## config.mk

```make
export PLATFORM = sky130hd
export DESIGN_NAME = out_port_buffer_flat
export DESIGN_NICKNAME = d
export VERILOG_FILES = /design/src/rtl/out_port_buffer_pkg.sv /design/src/rtl/out_port_buffer_if.sv /design/src/rtl/out_port_buffer_fifo_regarray.sv /design/src/rtl/out_port_buffer.sv /design/src/flat_wrapper.sv
export SDC_FILE = /design/constraint.sdc
export NUM_CORES = 1
export LEC_CHECK = 0
export ABC_AREA = 1
export BUFFER_PORTS_ARGS = -buffer_cell sky130_fd_sc_hd__clkbuf_2
export CAP_MARGIN = 20
export CORE_UTILIZATION = 40
export CTS_BUF_LIST = sky130_fd_sc_hd__clkbuf_16
export CTS_CLUSTER_DIAMETER = 120
export DETAILED_ROUTE_END_ITERATION = 8
export PLACE_DENSITY = 0.57
export SLEW_MARGIN = 5
export SYNTH_ARGS = -nofsm -noshare
export SYNTH_HDL_FRONTEND = slang
export SYNTH_SLANG_ARGS = --single-unit
```

## constraint.sdc

```tcl
create_clock -name clk -period 3.3 [get_ports clk]
set_clock_uncertainty 0.05 [all_clocks]
set_input_delay 0.165 -clock clk [delete_from_list [all_inputs] [get_ports clk]]
set_output_delay 0.165 -clock clk [all_outputs]
set_load 0.02 [all_outputs]
```

## src/rtl/out_port_buffer_pkg.sv

```systemverilog
// Shared widths and sizing for the processor port buffers.
// Constants only; no logic, no latency, no flow control.
package out_port_buffer_pkg;

    localparam int IN_PORT_WIDTH  = 16;
    localparam int OUT_PORT_WIDTH = 16;
    localparam int OUT_BUF_DEPTH  = 8;

    // Occupancy counters need one extra bit so that DEPTH itself is representable.
    function automatic int cnt_width(input int depth);
        return $clog2(depth) + 1;
    endfunction

endpackage

```

## src/rtl/out_port_buffer_if.sv

```systemverilog
// Processor-side strobe plus peripheral-side valid/ready bundle for the output port buffer.
// Wires only; the slave modport belongs to the buffer, the master modport to its environment.
interface out_port_buffer_if
    import out_port_buffer_pkg::*;
#(
    parameter int DATA_WIDTH = OUT_PORT_WIDTH,
    parameter int DEPTH      = OUT_BUF_DEPTH
);
    localparam int CNT_W = cnt_width(DEPTH);

    logic                  outSignalEn;
    logic [DATA_WIDTH-1:0] outPortData;
    logic                  portReady;
    logic                  overflowClr;
    logic                  portValid;
    logic [DATA_WIDTH-1:0] portData;
    logic [CNT_W-1:0]      count;
    logic                  full;
    logic                  overflow;

    modport slave (
        input  outSignalEn, outPortData, portReady, overflowClr,
        output portValid, portData, count, full, overflow
    );

    modport master (
        output outSignalEn, outPortData, portReady, overflowClr,
        input  portValid, portData, count, full, overflow
    );

endinterface

```

## src/rtl/out_port_buffer_fifo_regarray.sv

```systemverilog
// DEPTH x DATA_WIDTH register array: synchronous write, asynchronous (combinational) read.
// No flow control; the owner decides when writes happen and which entry is read.
module fifo_regarray #(
    parameter int DATA_WIDTH = 16,
    parameter int DEPTH      = 8,
    parameter int ADDR_W     = $clog2(DEPTH)
) (
    input  logic                  clk,
    input  logic                  we,
    input  logic [ADDR_W-1:0]     waddr,
    input  logic [DATA_WIDTH-1:0] wdata,
    input  logic [ADDR_W-1:0]     raddr,
    output logic [DATA_WIDTH-1:0] rdata
);

    logic [DATA_WIDTH-1:0] r_mem [DEPTH];

    always_ff @(posedge clk) begin
        if (we) begin
            r_mem[waddr] <= wdata;
        end
    end

    assign rdata = r_mem[raddr];

endmodule

```

## src/rtl/out_port_buffer.sv

```systemverilog
// Buffers OUT-instruction strobes in a small FIFO and offers them to a peripheral via valid/ready.
// One cycle strobe-to-valid; never stalls the writer, drops when full and flags sticky overflow.
module out_port_buffer
    import out_port_buffer_pkg::*;
#(
    parameter int DATA_WIDTH = OUT_PORT_WIDTH,
    parameter int DEPTH      = OUT_BUF_DEPTH
) (
    input  logic             clk,
    input  logic             reset,
    out_port_buffer_if.slave bus
);

    // DEPTH must be a power of two (>= 2) so pointers wrap by plain overflow.
    localparam int PTR_W = $clog2(DEPTH);
    localparam int CNT_W = cnt_width(DEPTH);

    logic [PTR_W-1:0]      r_wr_ptr;
    logic [PTR_W-1:0]      r_rd_ptr;
    logic [CNT_W-1:0]      r_count;
    logic                  r_overflow;

    logic                  w_valid;
    logic                  w_full;
    logic                  w_pop;
    logic                  w_push;
    logic                  w_drop;
    logic [DATA_WIDTH-1:0] w_head;

    always_comb begin
        w_valid = (r_count != '0);
        w_full  = (r_count == CNT_W'(DEPTH));
        w_pop   = w_valid && bus.portReady;
        // A pop in the same cycle frees the slot, so a full buffer still accepts the write.
        w_push  = bus.outSignalEn && (!w_full || w_pop);
        w_drop  = bus.outSignalEn && w_full && !w_pop;
    end

    fifo_regarray #(
        .DATA_WIDTH (DATA_WIDTH),
        .DEPTH      (DEPTH)
    ) u_mem (
        .clk   (clk),
        .we    (w_push && !reset),
        .waddr (r_wr_ptr),
        .wdata (bus.outPortData),
        .raddr (r_rd_ptr),
        .rdata (w_head)
    );

    always_ff @(posedge clk) begin
        if (reset) begin
            r_wr_ptr   <= '0;
            r_rd_ptr   <= '0;
            r_count    <= '0;
            r_overflow <= 1'b0;
        end else begin
            if (w_push) begin
                r_wr_ptr <= r_wr_ptr + PTR_W'(1);
            end
            if (w_pop) begin
                r_rd_ptr <= r_rd_ptr + PTR_W'(1);
            end
            if (w_push && !w_pop) begin
                r_count <= r_count + CNT_W'(1);
            end else if (w_pop && !w_push) begin
                r_count <= r_count - CNT_W'(1);
            end
            if (w_drop) begin
                r_overflow <= 1'b1;
            end else if (bus.overflowClr) begin
                r_overflow <= 1'b0;
            end
        end
    end

    assign bus.portValid = w_valid;
    assign bus.portData  = w_valid ? w_head : '0;
    assign bus.count     = r_count;
    assign bus.full      = w_full;
    assign bus.overflow  = r_overflow;

endmodule

```

## src/flat_wrapper.sv

```systemverilog
// flat-port wrapper written by rule: the top's interface ports become plain ports
module out_port_buffer_flat import out_port_buffer_pkg::*;
#(
    parameter int DATA_WIDTH = OUT_PORT_WIDTH,
    parameter int DEPTH      = OUT_BUF_DEPTH
)
  (clk, reset, bus_outSignalEn, bus_outPortData, bus_portReady, bus_overflowClr, bus_portValid, bus_portData, bus_count, bus_full, bus_overflow);
  out_port_buffer_if #(.DATA_WIDTH(DATA_WIDTH), .DEPTH(DEPTH)) bus_i ();
  input  logic clk;
  input  logic reset;
  input wire logic [$bits(bus_i.outSignalEn)-1:0] bus_outSignalEn;
  input wire logic [$bits(bus_i.outPortData)-1:0] bus_outPortData;
  input wire logic [$bits(bus_i.portReady)-1:0] bus_portReady;
  input wire logic [$bits(bus_i.overflowClr)-1:0] bus_overflowClr;
  output wire logic [$bits(bus_i.portValid)-1:0] bus_portValid;
  output wire logic [$bits(bus_i.portData)-1:0] bus_portData;
  output wire logic [$bits(bus_i.count)-1:0] bus_count;
  output wire logic [$bits(bus_i.full)-1:0] bus_full;
  output wire logic [$bits(bus_i.overflow)-1:0] bus_overflow;
  assign bus_i.outSignalEn = bus_outSignalEn;
  assign bus_i.outPortData = bus_outPortData;
  assign bus_i.portReady = bus_portReady;
  assign bus_i.overflowClr = bus_overflowClr;
  assign bus_portValid = bus_i.portValid;
  assign bus_portData = bus_i.portData;
  assign bus_count = bus_i.count;
  assign bus_full = bus_i.full;
  assign bus_overflow = bus_i.overflow;
  out_port_buffer #(.DATA_WIDTH(DATA_WIDTH), .DEPTH(DEPTH)) u_core (.clk(clk), .reset(reset), .bus(bus_i));
endmodule
```

After elaboration in Yosys (flattened, before gate mapping)

Memory sizes are Yosys's and may differ from the RTL's. A register that Yosys moved wholly into a read port is not among the register bits.
Index checks and enable logic that the tools add are counted.

Bits in registers: 11
Memory bits (writable): 128
Output and inout bits: 23
Word-level logic and storage cells: 34
Memories: 1

Add/sub/neg operators: 4
Eq/ne operators: 1
Muxes and demuxes: 9
Reduce and logical (&&, ||, !) cells: 15

Memory list:

| memory             | words | bits a word | rd ports | clocked after memory_dff | write ports | line                                | RTL |
|---|---|---|---|---|---|---|---|
| u_core.u_mem.r_mem | 8     | 16          | 1        | 1                        | 1           | out_port_buffer_fifo_regarray.sv:16 | `logic [DATA_WIDTH-1:0] r_mem [DEPTH];` |

Operators by type and width:

| kind                                                               | number |
|---|---|
| 16-bit two-way mux                                                 | 1 |
| 4-bit two-way mux                                                  | 2 |
| 1-bit logical AND                                                  | 7 |
| 3-bit by 1-bit adder with 3-bit output, second input constant      | 2 |
| 3-bit two-way mux                                                  | 2 |
| 4-bit by 1-bit adder with 4-bit output, second input constant      | 1 |
| 4-bit equality test, second input constant                         | 1 |
| 1-bit zero test                                                    | 4 |
| 1-bit two-way mux                                                  | 4 |
| 2-bit nonzero test                                                 | 2 |
| 4-bit nonzero test                                                 | 1 |
| 4-bit by 1-bit subtractor with 4-bit output, second input constant | 1 |
| 1-bit logical OR                                                   | 1 |

Longest topological paths before layout

Depth after elaboration: 8
Depth in mapped cells: 14
Gate-level depth less buffers: 14

By module

From an unflattened synthesis, not the netlist that was laid out.

Cell total of the unflattened synthesis: 694
Area, all modules: 6,473.7 µm²

Modules (own cells, without submodules):

| module          | times used | cells an instance | area each (µm²) |
|---|---|---|---|
| fifo_regarray   | 1          | 571               | 5,669.2 |
| out_port_buffer | 1          | 123               | 804.5 |

Least setup slack after synthesis

No wires, ideal clock.

Kind: register to register
Start point: register u_core.r_count[0] (netlist: u_core.bus.count[0])
End point: memory u_core.u_mem.r_mem[0][0], enable pin
Library setup time: 0.388 ns
Arrival: 1.648 ns
Required time: 2.862 ns
Setup slack: 1.214 ns
Cell stages (with the launch flop): 7
Period minus slack after synthesis: 2.086 ns
Cells stage by stage: dfxtp_1 > nor2_2 > nand4_2 > nand2_1 > inv_2 > nand2_2 > nor2_1

Longest elaborated chain between the ends: 7

RTL lines:

| what                                                      | line                                         | RTL |
|---|---|---|
| start: declaration                                        | out_port_buffer.sv:20                        | `logic [CNT_W-1:0] r_count;` |
| start signal: assignment                                  | out_port_buffer.sv:65                        | `r_count <= r_count + CNT_W'(1);` |
| start signal: assignment                                  | out_port_buffer.sv:67                        | `r_count <= r_count - CNT_W'(1);` |
| 4-bit equality test or 4-bit nonzero test (tied branches) | out_port_buffer.sv:32, out_port_buffer.sv:31 |  |
| 1-bit zero test or 1-bit logical AND (tied branches)      | out_port_buffer.sv:35, out_port_buffer.sv:33 |  |
| 1-bit logical OR (*)                                      | out_port_buffer.sv:35                        | `w_push = bus.outSignalEn && (!w_full \|\| w_pop);` |
| 1-bit logical AND (*)                                     | out_port_buffer.sv:35                        |  |
| 1-bit logical AND (*)                                     | out_port_buffer.sv:44                        | `.we (w_push && !reset),` |
| 1-bit two-way mux (*)                                     | out_port_buffer_fifo_regarray.sv:19          | `if (we) begin` |
| 1-bit two-way mux (not written as such) (*)               | out_port_buffer_fifo_regarray.sv:20          | `r_mem[waddr] <= wdata;` |
| end: declaration                                          | out_port_buffer_fifo_regarray.sv:16          |  |

Every way passes the cells marked *; elsewhere a longest branch is shown, timed or not.

Worst setup path in the final report

Start point: register u_core.r_count[3] (netlist: u_core.bus.count[3])
End point: register u_core.r_count[3] (netlist: u_core.bus.count[3])

Longest elaborated chain between the ends: 7

RTL lines:

| what |
|---|
| parallel branches: the longest is 7 deep, another holds 4-bit by 1-bit subtractor with 4-bit output |

Parallel ways; which one is timed is not known. The select of a mux whose other input is x is not followed.
A chain may end at the register's enable or synchronous reset.

==> key figures <==
Clock network
  – Bufs on Longest Clock Path: 2
  – Number of instances resized during post-cts repair: 0
  – Clock transition at the registers of the reported paths: 60 ps
  – Number of H-tree branching levels: 4
  – CTS tree: built
  – Sink count of the clock tree: 142
  – Cell at the root of the clock tree: sky130_fd_sc_hd__clkbuf_16
  – Clock buffers created by TritonCTS: 17
  – Clock latency on the worst-skew pair: 420 ps

Timing
  – Hold Fails Final Rpt: 0
  – Upper clock frequency limit: 0.4140 GHz
  – Setup violations, final: 0
  – Slew margin rel.: 55.27%
  – Setup TNS: 0 ps
  – Post-route minimum period: 2416 ps
  – Period Utilization, post-route: 73.20%
  – Total count of max-transition violations in the final report: 0
  – Setup repair after global routing missed its margin: false
  – Final worst hold slack: 27.35 ps
  – Actual slew at the worst max-slew pin: 670.2 ps

Power and ir drop
  – Leakage power: 0.002975 uW
  – Total power consumption of the routed design: 5728 uW
  – Power density cells: 784.3 mW/mm^2
  – Peak supply drop: 0.5504 mV

Layout
  – Synth-to-Final Area Change: 20.62%
  – Final Util: 49.87%
  – Ratio of cells with drive above 1 in the final layout: 15.41%
  – Final Net Count: 663
  – Diodes inserted: 0

Yosys
  – #FFs+latches synth: 142
  – Post-synthesis average cell area: 10.68 sq um
  – Area of the mapped netlist: 0.006055 sq mm
  – Part of the Yosys area used for sequential elements: 68.11%
  – Most common cell in the netlist: sky130_fd_sc_hd__nand2_1
  – Top post-synthesis cells by count: sky130_fd_sc_hd__nand2_1, sky130_fd_sc_hd__edfxtp_1, sky130_fd_sc_hd__nor2_1
  – Most area-consuming cells after synthesis: sky130_fd_sc_hd__edfxtp_1, sky130_fd_sc_hd__nand2_1, sky130_fd_sc_hd__nor2_1
  – Number of enable flip-flop cells after synthesis: 128
  – Number of different library cells in the post-synthesis netlist: 27
  – Post-synth ARST share: 0%
  – Synthesized netlist net count: 594
  – Synthesized instance count: 567
  – Warning count from the yosys run: 0
  – Area leader, netlist: sky130_fd_sc_hd__edfxtp_1
  – Primary FF master, synth: sky130_fd_sc_hd__edfxtp_1
  – Fraction of post-synthesis cell area in the top cell type by area: 63.48%

Critical path
  – Startpoint type of the worst setup path: flop
  – Arrival time of data at the critical path endpoint: 2680 ps
  – Cells along the critical path: inv_2 > nand3_2 > buf_4 > nand2_1 > ha_1 > inv_1 > ha_1 > nand3_1 > nand3_1 > nand2_1 > nand3_1 > nand2_1 > inv_1
  – CP max-delay cell: sky130_fd_sc_hd__dfxtp_1
  – Required time of the critical path: 3570 ps
  – Delay of the slowest cell on the worst path: 480 ps
  – Category of the worst setup path capture point: flop
  – Worst setup path category: flop to flop
  – CP Max Fanout: 22

Outcome
  – Status: complete, but fails checks
  – Failing checks: design-rule violations

Routing
  – Detailed Routing Iterations Pass 1: 6
  – Drt total wl: 12980 microns
  – Via density per instance: 4.849
  – Remaining routing DRC violations: 4
  – Final routed wire length divided by cell count: 15.58 microns
  – Total via count in the routed design: 4039
  – Post-route antenna net violation count: 0
  – Detailed router's first-iteration violation count: 318

Die
  – Horiz. Die Dim: 125.0 microns
  – Die Footprint: 0.01563 sq mm
  – Floorplan row count: 44
  – Num ports: 44
  – Core area: 0.01464 sq mm
  – Die height: 125.0 microns
  – Starting utilization of the core area: 41.34%

Global route
  – Maximum number of pins on one net before global-route repair: 65
  – Global-route wire length before repair: 20850 microns
  – Via count of the first global-routing pass: 3901
  – Number of antenna violations at the first check in global routing: 0
  – Total global-route track usage: 17.83%
  – Remaining global-route overflow: 0

Place
  – Number of port buffers: 43
  – Final RePlAce weighted congestion: 0.7594
  – DPL Wire Length: 7308 microns

Worst hold path
  – Classification of the worst-slack hold path: input pin to flop

Flow run
  – Number of max-capacitance violations reported: 0
## stage by stage
step                      instances  cell area, sq um  setup slack [ps]
after floorplan                 567              6055              1214
after global placement          784              6440              1070
after detailed placement        784              6440             933.7
final                           833              7303             884.3
after CTS                       833              7303             887.1
after global routing            833              7303             667.2
## flip-flops by register name, summed over array words and instances (netlist names), named ones only
signal / flops
u_core.r_rd_ptr: 3
u_core.bus.overflow: 1
u_core.r_wr_ptr: 3
u_core.u_mem.r_mem: 128
u_core.bus.count: 4
## per-layer routing
| layer | routed length (microns) | track usage (%) | part of all wire, % | up-vias |
|---|---|---|---|---|
| met5 | 0 | 0 | 0 | - |
| met4 | 155 | 6.528 | 1.2 | 0 |
| met3 | 616 | 4.279 | 4.7 | 14 |
| met2 | 6269 | 28.85 | 48 | 94 |
| met1 | 5941 | 23.38 | 46 | 1907 |
| li1 | - | - | - | 2024 |
## power by group
| group | leakage, uW | total [uW] | internal [uW] | switching (uW) |
|---|---|---|---|---|
| clock | 0.000325 | 2220 | 1490 | 728 |
| sequential | 0.00127 | 2130 | 2040 | 90.3 |
| combinational | 0.00138 | 1380 | 440 | 942 |
## final timing paths
| path | slack, ps | cells after the start | endpoint | from |
|---|---|---|---|---|
| max | 880 | 13 | u_core.bus.count[3] | u_core.bus.count[3] |
| min | 30 | 1 | u_core.u_mem.r_mem[3][15] | bus_outPortData[15] |
| max reg2reg | 880 | 13 | u_core.bus.count[3] | u_core.bus.count[3] |
| min reg2reg | 460 | 2 | flop | u_core.r_rd_ptr[2] |
## cell usage in the layout (no fill, tap or decap), types with 13 or more instances in the layout
master                          instances
sky130_fd_sc_hd__buf_4                 13
sky130_fd_sc_hd__clkbuf_16             17
sky130_fd_sc_hd__clkbuf_2              43
sky130_fd_sc_hd__dfxtp_1               13
sky130_fd_sc_hd__dlygate4sd3_1         17
sky130_fd_sc_hd__edfxtp_1             128
sky130_fd_sc_hd__inv_1                 47
sky130_fd_sc_hd__nand2_1              130
sky130_fd_sc_hd__nand3_1               42
sky130_fd_sc_hd__nor2_1                99
sky130_fd_sc_hd__o21ai_0               33
sky130_fd_sc_hd__o21ai_1               18
## cell type report
cell class              instances  area [sq um]
repair buffers                 74         503.0
well taps                     184         230.2
clock buffers                  17         425.4
multi-input cells             348          1545
clock inverters                15         267.8
inverters                      53         206.4
flip-flops and latches        142          4125
fillers                      1300          7341
## logic make-up (layout without fill, tap and decap cells)
group / Yosys count / after routing / share of synthesized area (%)
AOI/OAI and AO/OA: 61 / 61 / 5.042
xor gates and xnor gates: 4 / 4 / 0.5787
buffers and inverters: 77 / 159 / 6.365
adders and majority gates: 6 / 6 / 1.364
DFF: 142 / 142 / 68.11
and+or+nand+nor: 277 / 277 / 18.54
## worst max-delay path: cells and delay by family, from the launching register on
family                   cells  cell delay [ps]
AND/OR/NAND/NOR              7              660
flip-flops                   1              480
buffers and inverters        4              550
adder cells (fa/ha/maj)      2              570
## what timing repair did
item,4_1_cts,5_1_grt
buffers inserted,0,0
hold endpoints to repair,125,0
endpoints found under the setup margin,0,0
hold buffers,17,0
(Power assumes the default switching activity.)
